## src/rtl/video_overlay_mixer.sv

```systemverilog
// Pixel compositor: camera + sprite + decimal score + blinking "LOSE" banner, RGB565 in, 4:4:4 out.
// Latency: 2 cycles x/y -> RGB. No backpressure; one pixel per clock, score conversion runs alongside.
module video_overlay_mixer #(
    parameter int          SCORE_W      = 8,
    parameter int          NUM_DIGITS   = 3,
    parameter int          TEXT_X       = 500,
    parameter int          TEXT_Y       = 40,
    parameter int          SCALE        = 2,
    parameter int          BANNER_X     = 280,
    parameter int          BANNER_Y     = 200,
    parameter int          BLINK_FRAMES = 30,
    parameter logic [15:0] TEXT_COLOR   = 16'hFFFF,
    parameter logic [15:0] BANNER_COLOR = 16'hF001
) (
    input  logic               clk,
    input  logic               reset_n,
    input  logic [9:0]         x_pixel,
    input  logic [9:0]         y_pixel,
    input  logic               frame_start,
    input  logic [15:0]        camera_pixel,
    input  logic [15:0]        rom_pixel,
    input  logic [SCORE_W-1:0] score,
    input  logic [9:0]         ball_x,
    input  logic [9:0]         ball_y,
    input  logic [1:0]         ball_size,
    input  logic               is_idle,
    input  logic               game_over,
    output logic [5:0]         x_offset,
    output logic [5:0]         y_offset,
    output logic [3:0]         red_port,
    output logic [3:0]         green_port,
    output logic [3:0]         blue_port,
    output logic               is_hit_area,
    output logic               bcd_busy
);

    localparam int SC_SH    = $clog2(SCALE);
    localparam int GL_SH    = SC_SH + 3;
    localparam int GLYPH    = 8 * SCALE;
    localparam int BCD_NEED = (SCORE_W + 2) / 3;
    localparam int BCD_N    = (BCD_NEED > NUM_DIGITS) ? BCD_NEED : NUM_DIGITS;
    localparam int CNT_W    = $clog2(SCORE_W + 1);
    localparam int BLK_W    = $clog2(BLINK_FRAMES + 1);
    localparam logic [63:0] SAT_MAX = 64'(10 ** NUM_DIGITS - 1);

    localparam logic [3:0] CH_L     = 4'd10;
    localparam logic [3:0] CH_O     = 4'd11;
    localparam logic [3:0] CH_S     = 4'd12;
    localparam logic [3:0] CH_E     = 4'd13;
    localparam logic [3:0] CH_BLANK = 4'd15;

    typedef enum logic [1:0] {BCD_IDLE, BCD_SHIFT, BCD_DONE} bcd_state_t;
    typedef enum logic [1:0] {BAN_OFF, BAN_ON, BAN_DARK} ban_state_t;

    // 8x8 glyphs, top row in the most significant byte, leftmost pixel in bit 7.
    function automatic logic [7:0] font_row(input logic [3:0] ch, input logic [2:0] row);
        logic [63:0] g;
        case (ch)
            4'd0:    g = 64'h3C666E7666663C00;
            4'd1:    g = 64'h1838181818187E00;
            4'd2:    g = 64'h3C66060C30607E00;
            4'd3:    g = 64'h3C66061C06663C00;
            4'd4:    g = 64'h0C1C3C6C7E0C0C00;
            4'd5:    g = 64'h7E607C0606663C00;
            4'd6:    g = 64'h3C607C6666663C00;
            4'd7:    g = 64'h7E060C1830303000;
            4'd8:    g = 64'h3C66663C66663C00;
            4'd9:    g = 64'h3C66663E060C3800;
            CH_L:    g = 64'h6060606060607E00;
            CH_O:    g = 64'h3C66666666663C00;
            CH_S:    g = 64'h3C60603C06063C00;
            CH_E:    g = 64'h7E60607C60607E00;
            default: g = 64'h0;
        endcase
        return g[{3'd7 - row, 3'b000} +: 8];
    endfunction

    function automatic logic [4*BCD_N-1:0] add3(input logic [4*BCD_N-1:0] b);
        logic [4*BCD_N-1:0] r;
        r = b;
        for (int i = 0; i < BCD_N; i++) begin
            if (b[4*i +: 4] >= 4'd5) r[4*i +: 4] = b[4*i +: 4] + 4'd3;
        end
        return r;
    endfunction

    // ---------------- S1: region decode ----------------
    logic [11:0] xe, ye, sdx, sdy, bdx, bdy;
    logic        s_box, b_box, spr_box;
    logic [10:0] spr_sz;

    assign xe  = {2'b00, x_pixel};
    assign ye  = {2'b00, y_pixel};
    assign sdx = xe - 12'(TEXT_X);
    assign sdy = ye - 12'(TEXT_Y);
    assign bdx = xe - 12'(BANNER_X);
    assign bdy = ye - 12'(BANNER_Y);

    assign x_offset = 6'(x_pixel - ball_x);
    assign y_offset = 6'(y_pixel - ball_y);

    always_comb begin
        case (ball_size)
            2'd0:    spr_sz = 11'd20;
            2'd1:    spr_sz = 11'd40;
            default: spr_sz = 11'd64;
        endcase
    end

    assign s_box = (xe >= 12'(TEXT_X)) && (xe < 12'(TEXT_X + NUM_DIGITS * GLYPH))
                && (ye >= 12'(TEXT_Y)) && (ye < 12'(TEXT_Y + GLYPH));
    assign b_box = (xe >= 12'(BANNER_X)) && (xe < 12'(BANNER_X + 4 * GLYPH))
                && (ye >= 12'(BANNER_Y)) && (ye < 12'(BANNER_Y + GLYPH));
    // 11-bit compare so a sprite near the right/bottom edge never wraps to column/row 0.
    assign spr_box = ({1'b0, x_pixel} >= {1'b0, ball_x}) && ({1'b0, x_pixel} < {1'b0, ball_x} + spr_sz)
                  && ({1'b0, y_pixel} >= {1'b0, ball_y}) && ({1'b0, y_pixel} < {1'b0, ball_y} + spr_sz);

    logic       s1_sbox, s1_bbox, s1_sprite;
    logic [3:0] s1_sidx;
    logic [1:0] s1_bidx;
    logic [2:0] s1_scol, s1_srow, s1_bcol, s1_brow;

    always_ff @(posedge clk or negedge reset_n) begin
        if (!reset_n) begin
            s1_sbox   <= 1'b0;
            s1_bbox   <= 1'b0;
            s1_sprite <= 1'b0;
            s1_sidx   <= '0;
            s1_bidx   <= '0;
            s1_scol   <= '0;
            s1_srow   <= '0;
            s1_bcol   <= '0;
            s1_brow   <= '0;
        end else begin
            s1_sbox   <= s_box;
            s1_bbox   <= b_box;
            s1_sprite <= spr_box;
            s1_sidx   <= 4'(sdx >> GL_SH);
            s1_scol   <= 3'(sdx >> SC_SH);
            s1_srow   <= 3'(sdy >> SC_SH);
            s1_bidx   <= 2'(bdx >> GL_SH);
            s1_bcol   <= 3'(bdx >> SC_SH);
            s1_brow   <= 3'(bdy >> SC_SH);
        end
    end

    // ---------------- S2: font lookup and priority mux ----------------
    logic [3:0] disp_dig [NUM_DIGITS];
    logic [3:0] score_char [NUM_DIGITS];
    logic [3:0] s_ch, b_ch;
    logic [7:0] srow_bits, brow_bits;
    logic       lead, ban_lit, spr_lit, txt_lit;
    logic [15:0] pix;
    ban_state_t ban_state, ban_next;

    // Glyph 0 is the most significant digit; zeros are blanked until the first non-zero or the ones digit.
    always_comb begin
        lead = 1'b1;
        for (int g = 0; g < NUM_DIGITS; g++) begin
            score_char[g] = disp_dig[NUM_DIGITS-1-g];
            if (lead && (disp_dig[NUM_DIGITS-1-g] == 4'd0) && (g != NUM_DIGITS - 1))
                score_char[g] = CH_BLANK;
            else
                lead = 1'b0;
        end
    end

    always_comb begin
        s_ch = CH_BLANK;
        for (int g = 0; g < NUM_DIGITS; g++) begin
            if (s1_sidx == 4'(g)) s_ch = score_char[g];
        end
        case (s1_bidx)
            2'd0:    b_ch = CH_L;
            2'd1:    b_ch = CH_O;
            2'd2:    b_ch = CH_S;
            default: b_ch = CH_E;
        endcase
    end

    assign srow_bits = font_row(s_ch, s1_srow);
    assign brow_bits = font_row(b_ch, s1_brow);
    assign ban_lit   = s1_bbox && (ban_state == BAN_ON) && brow_bits[3'd7 - s1_bcol];
    assign spr_lit   = s1_sprite && (rom_pixel != 16'h0) && !is_idle;
    assign txt_lit   = s1_sbox && srow_bits[3'd7 - s1_scol];

    always_comb begin
        pix = camera_pixel;
        if (ban_lit)      pix = BANNER_COLOR;
        else if (spr_lit) pix = rom_pixel;
        else if (txt_lit) pix = TEXT_COLOR;
    end

    always_ff @(posedge clk or negedge reset_n) begin
        if (!reset_n) begin
            red_port    <= '0;
            green_port  <= '0;
            blue_port   <= '0;
            is_hit_area <= 1'b0;
        end else begin
            red_port    <= 4'(pix >> 12);
            green_port  <= 4'(pix >> 7);
            blue_port   <= 4'(pix >> 1);
            is_hit_area <= s1_sprite;
        end
    end

    // ---------------- Score conversion (double dabble) ----------------
    bcd_state_t           bcd_state, bcd_next;
    logic [4*BCD_N-1:0]   dd_bcd;
    logic [SCORE_W-1:0]   dd_bin, lat_score, last_conv;
    logic [CNT_W-1:0]     dd_cnt;
    logic                 sat;

    assign sat = 64'(lat_score) > SAT_MAX;

    always_ff @(posedge clk or negedge reset_n) begin
        if (!reset_n) bcd_state <= BCD_IDLE;
        else          bcd_state <= bcd_next;
    end

    always_comb begin
        bcd_next = bcd_state;
        bcd_busy = 1'b0;
        case (bcd_state)
            BCD_IDLE:  if (frame_start && (score != last_conv)) bcd_next = BCD_SHIFT;
            BCD_SHIFT: begin
                bcd_busy = 1'b1;
                if (dd_cnt == CNT_W'(SCORE_W - 1)) bcd_next = BCD_DONE;
            end
            BCD_DONE:  bcd_next = BCD_IDLE;
            default:   bcd_next = BCD_IDLE;
        endcase
    end

    always_ff @(posedge clk or negedge reset_n) begin
        if (!reset_n) begin
            dd_bcd    <= '0;
            dd_bin    <= '0;
            dd_cnt    <= '0;
            lat_score <= '0;
            last_conv <= '0;
            for (int k = 0; k < NUM_DIGITS; k++) disp_dig[k] <= 4'd0;
        end else begin
            case (bcd_state)
                BCD_IDLE: if (bcd_next == BCD_SHIFT) begin
                    lat_score <= score;
                    dd_bin    <= score;
                    dd_bcd    <= '0;
                    dd_cnt    <= '0;
                end
                BCD_SHIFT: begin
                    {dd_bcd, dd_bin} <= {add3(dd_bcd), dd_bin} << 1;
                    dd_cnt           <= dd_cnt + 1'b1;
                end
                BCD_DONE: begin
                    last_conv <= lat_score;
                    for (int k = 0; k < NUM_DIGITS; k++)
                        disp_dig[k] <= sat ? 4'd9 : dd_bcd[4*k +: 4];
                end
                default: ;
            endcase
        end
    end

    // ---------------- Banner blink FSM (advances only on frame_start) ----------------
    logic [BLK_W-1:0] blink_cnt;
    logic             blink_last;

    assign blink_last = (blink_cnt == BLK_W'(BLINK_FRAMES - 1));

    always_ff @(posedge clk or negedge reset_n) begin
        if (!reset_n) ban_state <= BAN_OFF;
        else          ban_state <= ban_next;
    end

    always_comb begin
        ban_next = ban_state;
        if (frame_start) begin
            case (ban_state)
                BAN_OFF:  if (game_over) ban_next = BAN_ON;
                BAN_ON:   if (!game_over) ban_next = BAN_OFF; else if (blink_last) ban_next = BAN_DARK;
                BAN_DARK: if (!game_over) ban_next = BAN_OFF; else if (blink_last) ban_next = BAN_ON;
                default:  ban_next = BAN_OFF;
            endcase
        end
    end

    always_ff @(posedge clk or negedge reset_n) begin
        if (!reset_n) begin
            blink_cnt <= '0;
        end else if (frame_start) begin
            if ((ban_state == BAN_OFF) || !game_over || blink_last) blink_cnt <= '0;
            else                                                     blink_cnt <= blink_cnt + 1'b1;
        end
    end

endmodule

```

## config.mk

```make
export PLATFORM = sky130hd
export DESIGN_NAME = video_overlay_mixer
export DESIGN_NICKNAME = d
export VERILOG_FILES = /design/src/rtl/video_overlay_mixer.sv
export SDC_FILE = /design/constraint.sdc
export NUM_CORES = 1
export LEC_CHECK = 0
export CORE_MARGIN = 8
export CORE_UTILIZATION = 60
export DETAILED_ROUTE_END_ITERATION = 12
export HOLD_SLACK_MARGIN = 0.12
export PLACE_DENSITY_LB_ADDON = 0.2
export SYNTH_ARGS = -nofsm -noshare
export SYNTH_HDL_FRONTEND = slang
export SYNTH_SLANG_ARGS = --single-unit
export TNS_END_PERCENT = 50
```

## constraint.sdc

```tcl
create_clock -name clk -period 7.3 [get_ports clk]
set_input_delay 0.73 -clock clk [delete_from_list [all_inputs] [get_ports clk]]
set_output_delay 0.73 -clock clk [all_outputs]
set_load 0.01 [all_outputs]
```

==> flow_summary.yaml, run 1 <==
detailed_routing:
  wl_met2_um: 9380
  vias: 6564
  vias_per_cell: 6.21
  met1Wirelength_um: 8040
  routed_wl_um: 18800
  drc: 0
  wl_met3_um: 987
  first_iter_violations: 583
  first_pass_iters: 5
  routed.top_layer: "met4"
  ant_nets: 0
  drt-wirelength-per-cell_um: 17.8
floorplanning:
  dieArea_sq_um: 15700
  fp-row-count: 40
  fp.dieW_um: 125
  coreArea_sq_um: 11900
  start_util_pct: 60.6
  die_y_um: 125
  ioPinCount: 113
hold_path:
  worstHoldPathType: "reg2reg"
worst_setup_path:
  crit_type: "reg2reg"
  arrival_ps: 4690
  crit_path_max_fanout: 12
  end_kind: "flip-flop"
  cp.required_ps: 7560
  cp-start-kind: "flip-flop"
placement:
  gp_congestion: 0.901
  dp_slack_ps: 2880
  hpwlAfterDp_um: 14100
  portBuffers: 108
sta:
  finalHoldViolations: 0
  period_minus_slack_ps: 4430
  fin_ws_ps: 2870
  holdWs_ps: 427
  slew_viol_final: 0
  skew_ps: 10.4
  fin_crit_sh_pct: 60.7
  relSlewSlack_pct: 27.5
  worst_pin_slew_ps: 1090
  max_freq_mhz: 226
  fin_tns_setup_ps: 0
  rsz0062_at_grt: "false"
  setup_viol: 0
cells_and_area:
  fillers: 907
  layout-drive-gt1-share_pct: 7.25
  regArea_sq_um: 2280
  fin_nets: 1063
  n_antenna_cell: 0
  multi_input_area_sq_um: 4480
  area_delta_synth_final_pct: 19.7
synthesis:
  synth_seq_cells: 91
  synth_area_leaders: "dfrtp_1 32%, ha_1 12%, mux2_2 4.7%, nand2_1 4.2%, xnor2_1 3.7%"
  syn_area_sq_um: 7190
  ys_types: 80
  yosysMostFrequentCell: "dfrtp_1"
  yosys.area.top_type: "dfrtp_1"
  ys_seq_area_share_pct: 31.7
  synthCells: 822
  synth_top_area_share_pct: 31.7
  ys.flop_type: "dfrtp_1"
  yosys_warnings: 0
  avgSynthCellArea_sq_um: 8.74
  synthesis.nets: 980
  synth_edf_count: 0
  synthArstFlopShare_pct: 100
  synth_commonest_cells: "91 x dfrtp_1, 81 x nand2_1, 69 x ha_1, 63 x inv_1, 53 x nor2_1"
clock_network:
  clockRootBuffer: "clkbuf_16"
  cts_resized: 0
  postCtsSetupRepairBufs: 0
  cts_tree: "built"
  clk_latency_ps: 350
  path_clk_slew_ps: 60
  clk_path_buf_depth: 2
  postCtsHoldBufs: 0
  cts.sinks: 91
  cts_inserted_buffers: 9
  h-tree-depth: 3
grt:
  grt_util_all_layers_pct: 23.7
  grt_start_max_net_pins: 92
  grt_pass1_wl_um: 31100
  overflow: 0
  grt_antenna_before_repair: 0
  grt_pass1_vias: 6568
status:
  outcome: "finished, final reports clean"
power:
  ir_drop_mv: 0.236
  leakage_nw: 3.75
  p_per_area_nw_per_um2: 251
flow_run:
  drv_cap: 0
[worst max-delay path: stages (launching register included)]
cell and delay, ps:
dfrtp_1 470, or4b_4 570, a211oi_1 400, nor2_1 250
inv_2 220, ha_1 320, o31ai_1 160, a21boi_0 160
o32a_1 340, a221oi_1 300, o21ai_1 170, a2111oi_4 740
nor3_1 100, o21ai_1 150
[state kept, by name, summed over array words and instances, names as in the netlist, 2 cells and up]
register / count
s1_sidx: 4
last_conv: 8
ban_state: 2
dd_bcd: 12
red_port: 4
s1_bcol: 3
blink_cnt: 5
lat_score: 8
s1_bidx: 2
dd_cnt: 4
s1_brow: 3
s1_scol: 2
disp_dig: 12
green_port: 4
dd_bin: 8
blue_port: 4
bcd_state: 2
[kinds of logic (layout without fill, tap and decap cells)]
| logic type | Yosys count | after routing | synth area share (%) |
|---|---|---|---|
| and+or+nand+nor | 240 | 240 | 16.4 |
| muxes | 40 | 40 | 6.27 |
| adders and majority gates | 72 | 72 | 12.7 |
| AOI/OAI and AO/OA | 230 | 230 | 21.6 |
| buffers and inverters | 105 | 193 | 5.99 |
| xor gates and xnor gates | 44 | 44 | 5.36 |
| DFF | 91 | 91 | 31.7 |
[power breakdown]
part	total, W	internal (W)	switching, W
logic	0.000877	0.000402	0.000475
registers	0.000799	0.000654	0.000145
clock network	0.000481	0.000280	0.000200
total	0.00216	0.00134	0.000820
[stage by stage]
step / cell area [sq um] / std cells / utilization [%] / total power (W)
after floorplan: 7190 / 822 / - / 0.00139
after global placement: 8290 / 1041 / 69.9 / 0.00161
after detailed placement: 8290 / 1041 / 69.9 / 0.00167
after CTS: 8600 / 1057 / 72.5 / 0.00216
after global routing: 8600 / 1057 / 72.5 / 0.00230
final: 8600 / 1057 / 72.5 / 0.00216
[path summary, 6_finish.rpt]
kind,from,endpoint,slack (ps),depth (start not counted)
min in group asynchronous,reset_n,last_conv[0],600,1
max in group asynchronous,reset_n,blue_port[0],6010,1
worst min-delay path,s1_sprite,is_hit_area,430,0
worst max-delay path,s1_sidx[1],red_port[0],2870,13
worst min register to register,s1_sprite,is_hit_area,430,0
worst max register to register,s1_sidx[1],red_port[0],2870,13
[metal layers]
layer / vias to the layer above / GRT usage (%)
met5: - / 0
met4: 0 / 7.95
met3: 32 / 4.67
met2: 233 / 40.1
met1: 3168 / 29.5
li1: 3131 / -
[cell usage in the layout (no fill, tap or decap), drive strengths merged, types with 11 or more instances in the layout]
cell type | synthesis | routed
clkbuf | 27 | 11
nor3 | 38 | 38
nor2 | 54 | 54
mux2 | 30 | 30
dfrtp | 91 | 91
a211oi | 14 | 14
nand2 | 81 | 81
nor4 | 13 | 13
xnor2 | 30 | 30
nand3 | 11 | 11
o21ai | 56 | 56
xor2 | 14 | 14
a21oi | 49 | 49
clkdlybuf4s50 | 0 | 107
ha | 69 | 69
inv | 64 | 67
[cell type report]
cell class / count / share of cell area [%]
Clock inverter: 5 / 0.785
Multi-Input combinational cell: 626 / 52.1
Inverter: 66 / 2.88
Tap cell: 147 / 2.14
Clock buffer: 11 / 2.82
Sequential cell: 91 / 26.5
Timing Repair Buffer: 111 / 12.8
Note: power is estimated with default switching activity, not from simulation.
==> run 2, diff against run 1 <==
--- a/config.mk
+++ b/config.mk
@@ -6,7 +6,7 @@
 export NUM_CORES = 1
 export LEC_CHECK = 0
 export CORE_MARGIN = 8
-export CORE_UTILIZATION = 60
+export CORE_UTILIZATION = 50
 export DETAILED_ROUTE_END_ITERATION = 12
 export HOLD_SLACK_MARGIN = 0.12
 export PLACE_DENSITY_LB_ADDON = 0.2
==> constraint.sdc (replaced) <==
create_clock -name clk -period 3.64 [get_ports clk]
set_input_delay 0.364 -clock clk [delete_from_list [all_inputs] [get_ports clk]]
set_output_delay 0.364 -clock clk [all_outputs]
set_load 0.01 [all_outputs]
==> run 2 against run 1 <==
- worst setup slack got worse by 2800 ps
- total power rose by 100%
- global-route usage fell by 3.9 points
- combinational power rose by 120%
- register-to-register slack got worse by 2800 ps
- count of clock-buffer cells in the layout fell by 2
==> flow_summary.yaml, run 2 (synthesized netlist as in run 1, its figures left out) <==
worst_setup_path:
  cp-start-kind: "flip-flop"
  path_buf_inv: 3
  cpMaxStageDelayCell: "or4b_4"
  crit_path_max_fanout: 6
  rrSetupSlack_ps: 110
  end_kind: "flip-flop"
  crit_type: "reg2reg"
  cp_slowest_stage_delay_ps: 600
  crit_chain: "or4b_4, a211oi_4, nor2_4, buf_4, buf_4, ha_1, a211oi_1, a211oi_1, o311ai_1, a221oi_2, a2111oi_4, buf_6, nor3_1, o21ai_1"
  path_delay_family: "compound AO/OA/AOI/OAI gates"
  cp.required_ps: 3890
  arrival_ps: 3780
cells_and_area:
  area_delta_synth_final_pct: 26.4
  postLayoutCoreUtil_pct: 63.4
  fin_cells: 1133
  layout_commonest_cell: "clkdlybuf4s50_1"
  reg_top3: "dd_bcd (12), disp_dig (12)"
  fin_nets: 1103
  layout-drive-gt1-share_pct: 13.2
  n_antenna_cell: 0
  mostFrequentLayoutCells: "107 x clkdlybuf4s50_1, 89 x dfrtp_1, 81 x nand2_1"
floorplanning:
  die_y_um: 136
  ioPinCount: 113
  fp.dieW_um: 136
  start_util_pct: 50.2
  coreArea_sq_um: 14300
  fp-row-count: 44
  dieArea_sq_um: 18500
sta:
  holdWs_ps: 139
  fin_ws_ps: 114
  skew_ps: 10.8
  fin_crit_sh_pct: 96.9
  period_minus_slack_ps: 3530
  relSlewSlack_pct: 28.4
  setup_viol: 0
  fin_tns_setup_ps: 0
  worst_pin_slew_ps: 1070
  max_freq_mhz: 284
  slew_viol_final: 0
  finalHoldViolations: 0
detailed_routing:
  first_pass_iters: 5
  first_iter_violations: 533
  routed_wl_um: 18400
  drc: 0
  drt-wirelength-per-cell_um: 16.2
  vias_per_cell: 5.72
  vias: 6482
  ant_nets: 0
power:
  p_per_area_nw_per_um2: 484
  leakage_nw: 3.94
  ir_drop_mv: 0.399
grt:
  grt_start_max_net_pins: 75
  overflow: 0
  grt_pass1_wl_um: 30000
  grt_antenna_before_repair: 0
  grt_pass1_vias: 6202
  grt_util_all_layers_pct: 19.8
clock_network:
  path_clk_slew_ps: 70
  h-tree-depth: 3
  clk_path_buf_depth: 2
  clk_latency_ps: 340
  cts_inserted_buffers: 9
  postCtsHoldBufs: 0
  cts_tree: "built"
  cts.sinks: 91
  clockRootBuffer: "clkbuf_16"
hold_path:
  worstHoldPathType: "in2async"
placement:
  gp_congestion: 0.913
  portBuffers: 108
  dp_slack_ps: 43.6
  post-place-cells: 1111
  hpwlAfterDp_um: 14000
status:
  outcome: "finished, final reports clean"
flow_run:
  drv_cap: 0
[run 2: cell count changes in the layout (fill, tap and decap cells not counted), moves of 2 or more]
cell / change
a221oi_2: +3
dfrtp_1: -2
buf_4: +37
a211oi_4: +3
a221oi_1: -3
dfrtp_2: +2
nor2_4: +2
buf_12: +2
a211oi_1: -2
[run 2: timing repair]
item	CTS	global route
resized for setup	0	26
setup endpoints to repair	0	12
setup buffers	0	6
endpoints found under the hold margin	0	0
[run 2: path summary, 6_finish.rpt]
| path | start | to | cells past startpoint |
|---|---|---|---|
| min in group clk | s1_sprite | is_hit_area | 0 |
| max in group asynchronous | reset_n | disp_dig[4] | 2 |
| max | s1_sidx[2] | red_port[0] | 14 |
| min | reset_n | lat_score[0] | 1 |
| min reg2reg | s1_sprite | is_hit_area | 0 |
| max reg2reg | s1_sidx[2] | red_port[0] | 14 |
[run 2: power breakdown]
group	total [W]	switching, W	internal, W
combinational	0.00191	0.000992	0.000921
clock	0.000883	0.000409	0.000475
sequential	0.00160	0.000283	0.00131
total	0.00439	0.00168	0.00271
[run 2: layer usage]
layer	vias to the layer above	global-route usage, %	wire [um]
met3	29	3.88	737
met5	-	0	0
li1	3220	-	-
met1	3094	26.2	8400
met4	0	5.55	327
met2	139	32.2	8910
[run 2: final cells by class]
type                       instances  area (sq um)
fill                            1270          5230
multi-input combinational        626          4610
tap                              184           230
clock buffer                       9           225
clock inverter                     6          56.3
timing repair buffer             151          1430
inverter                          66           248
sequential                        91          2280
[run 2: through the flow]
step                      power (W)  area [sq um]
final                       0.00439          9080
after detailed placement    0.00342          8610
after floorplan             0.00280          7200
after CTS                   0.00432          8890
after global routing        0.00472          9080
after global placement      0.00337          8610
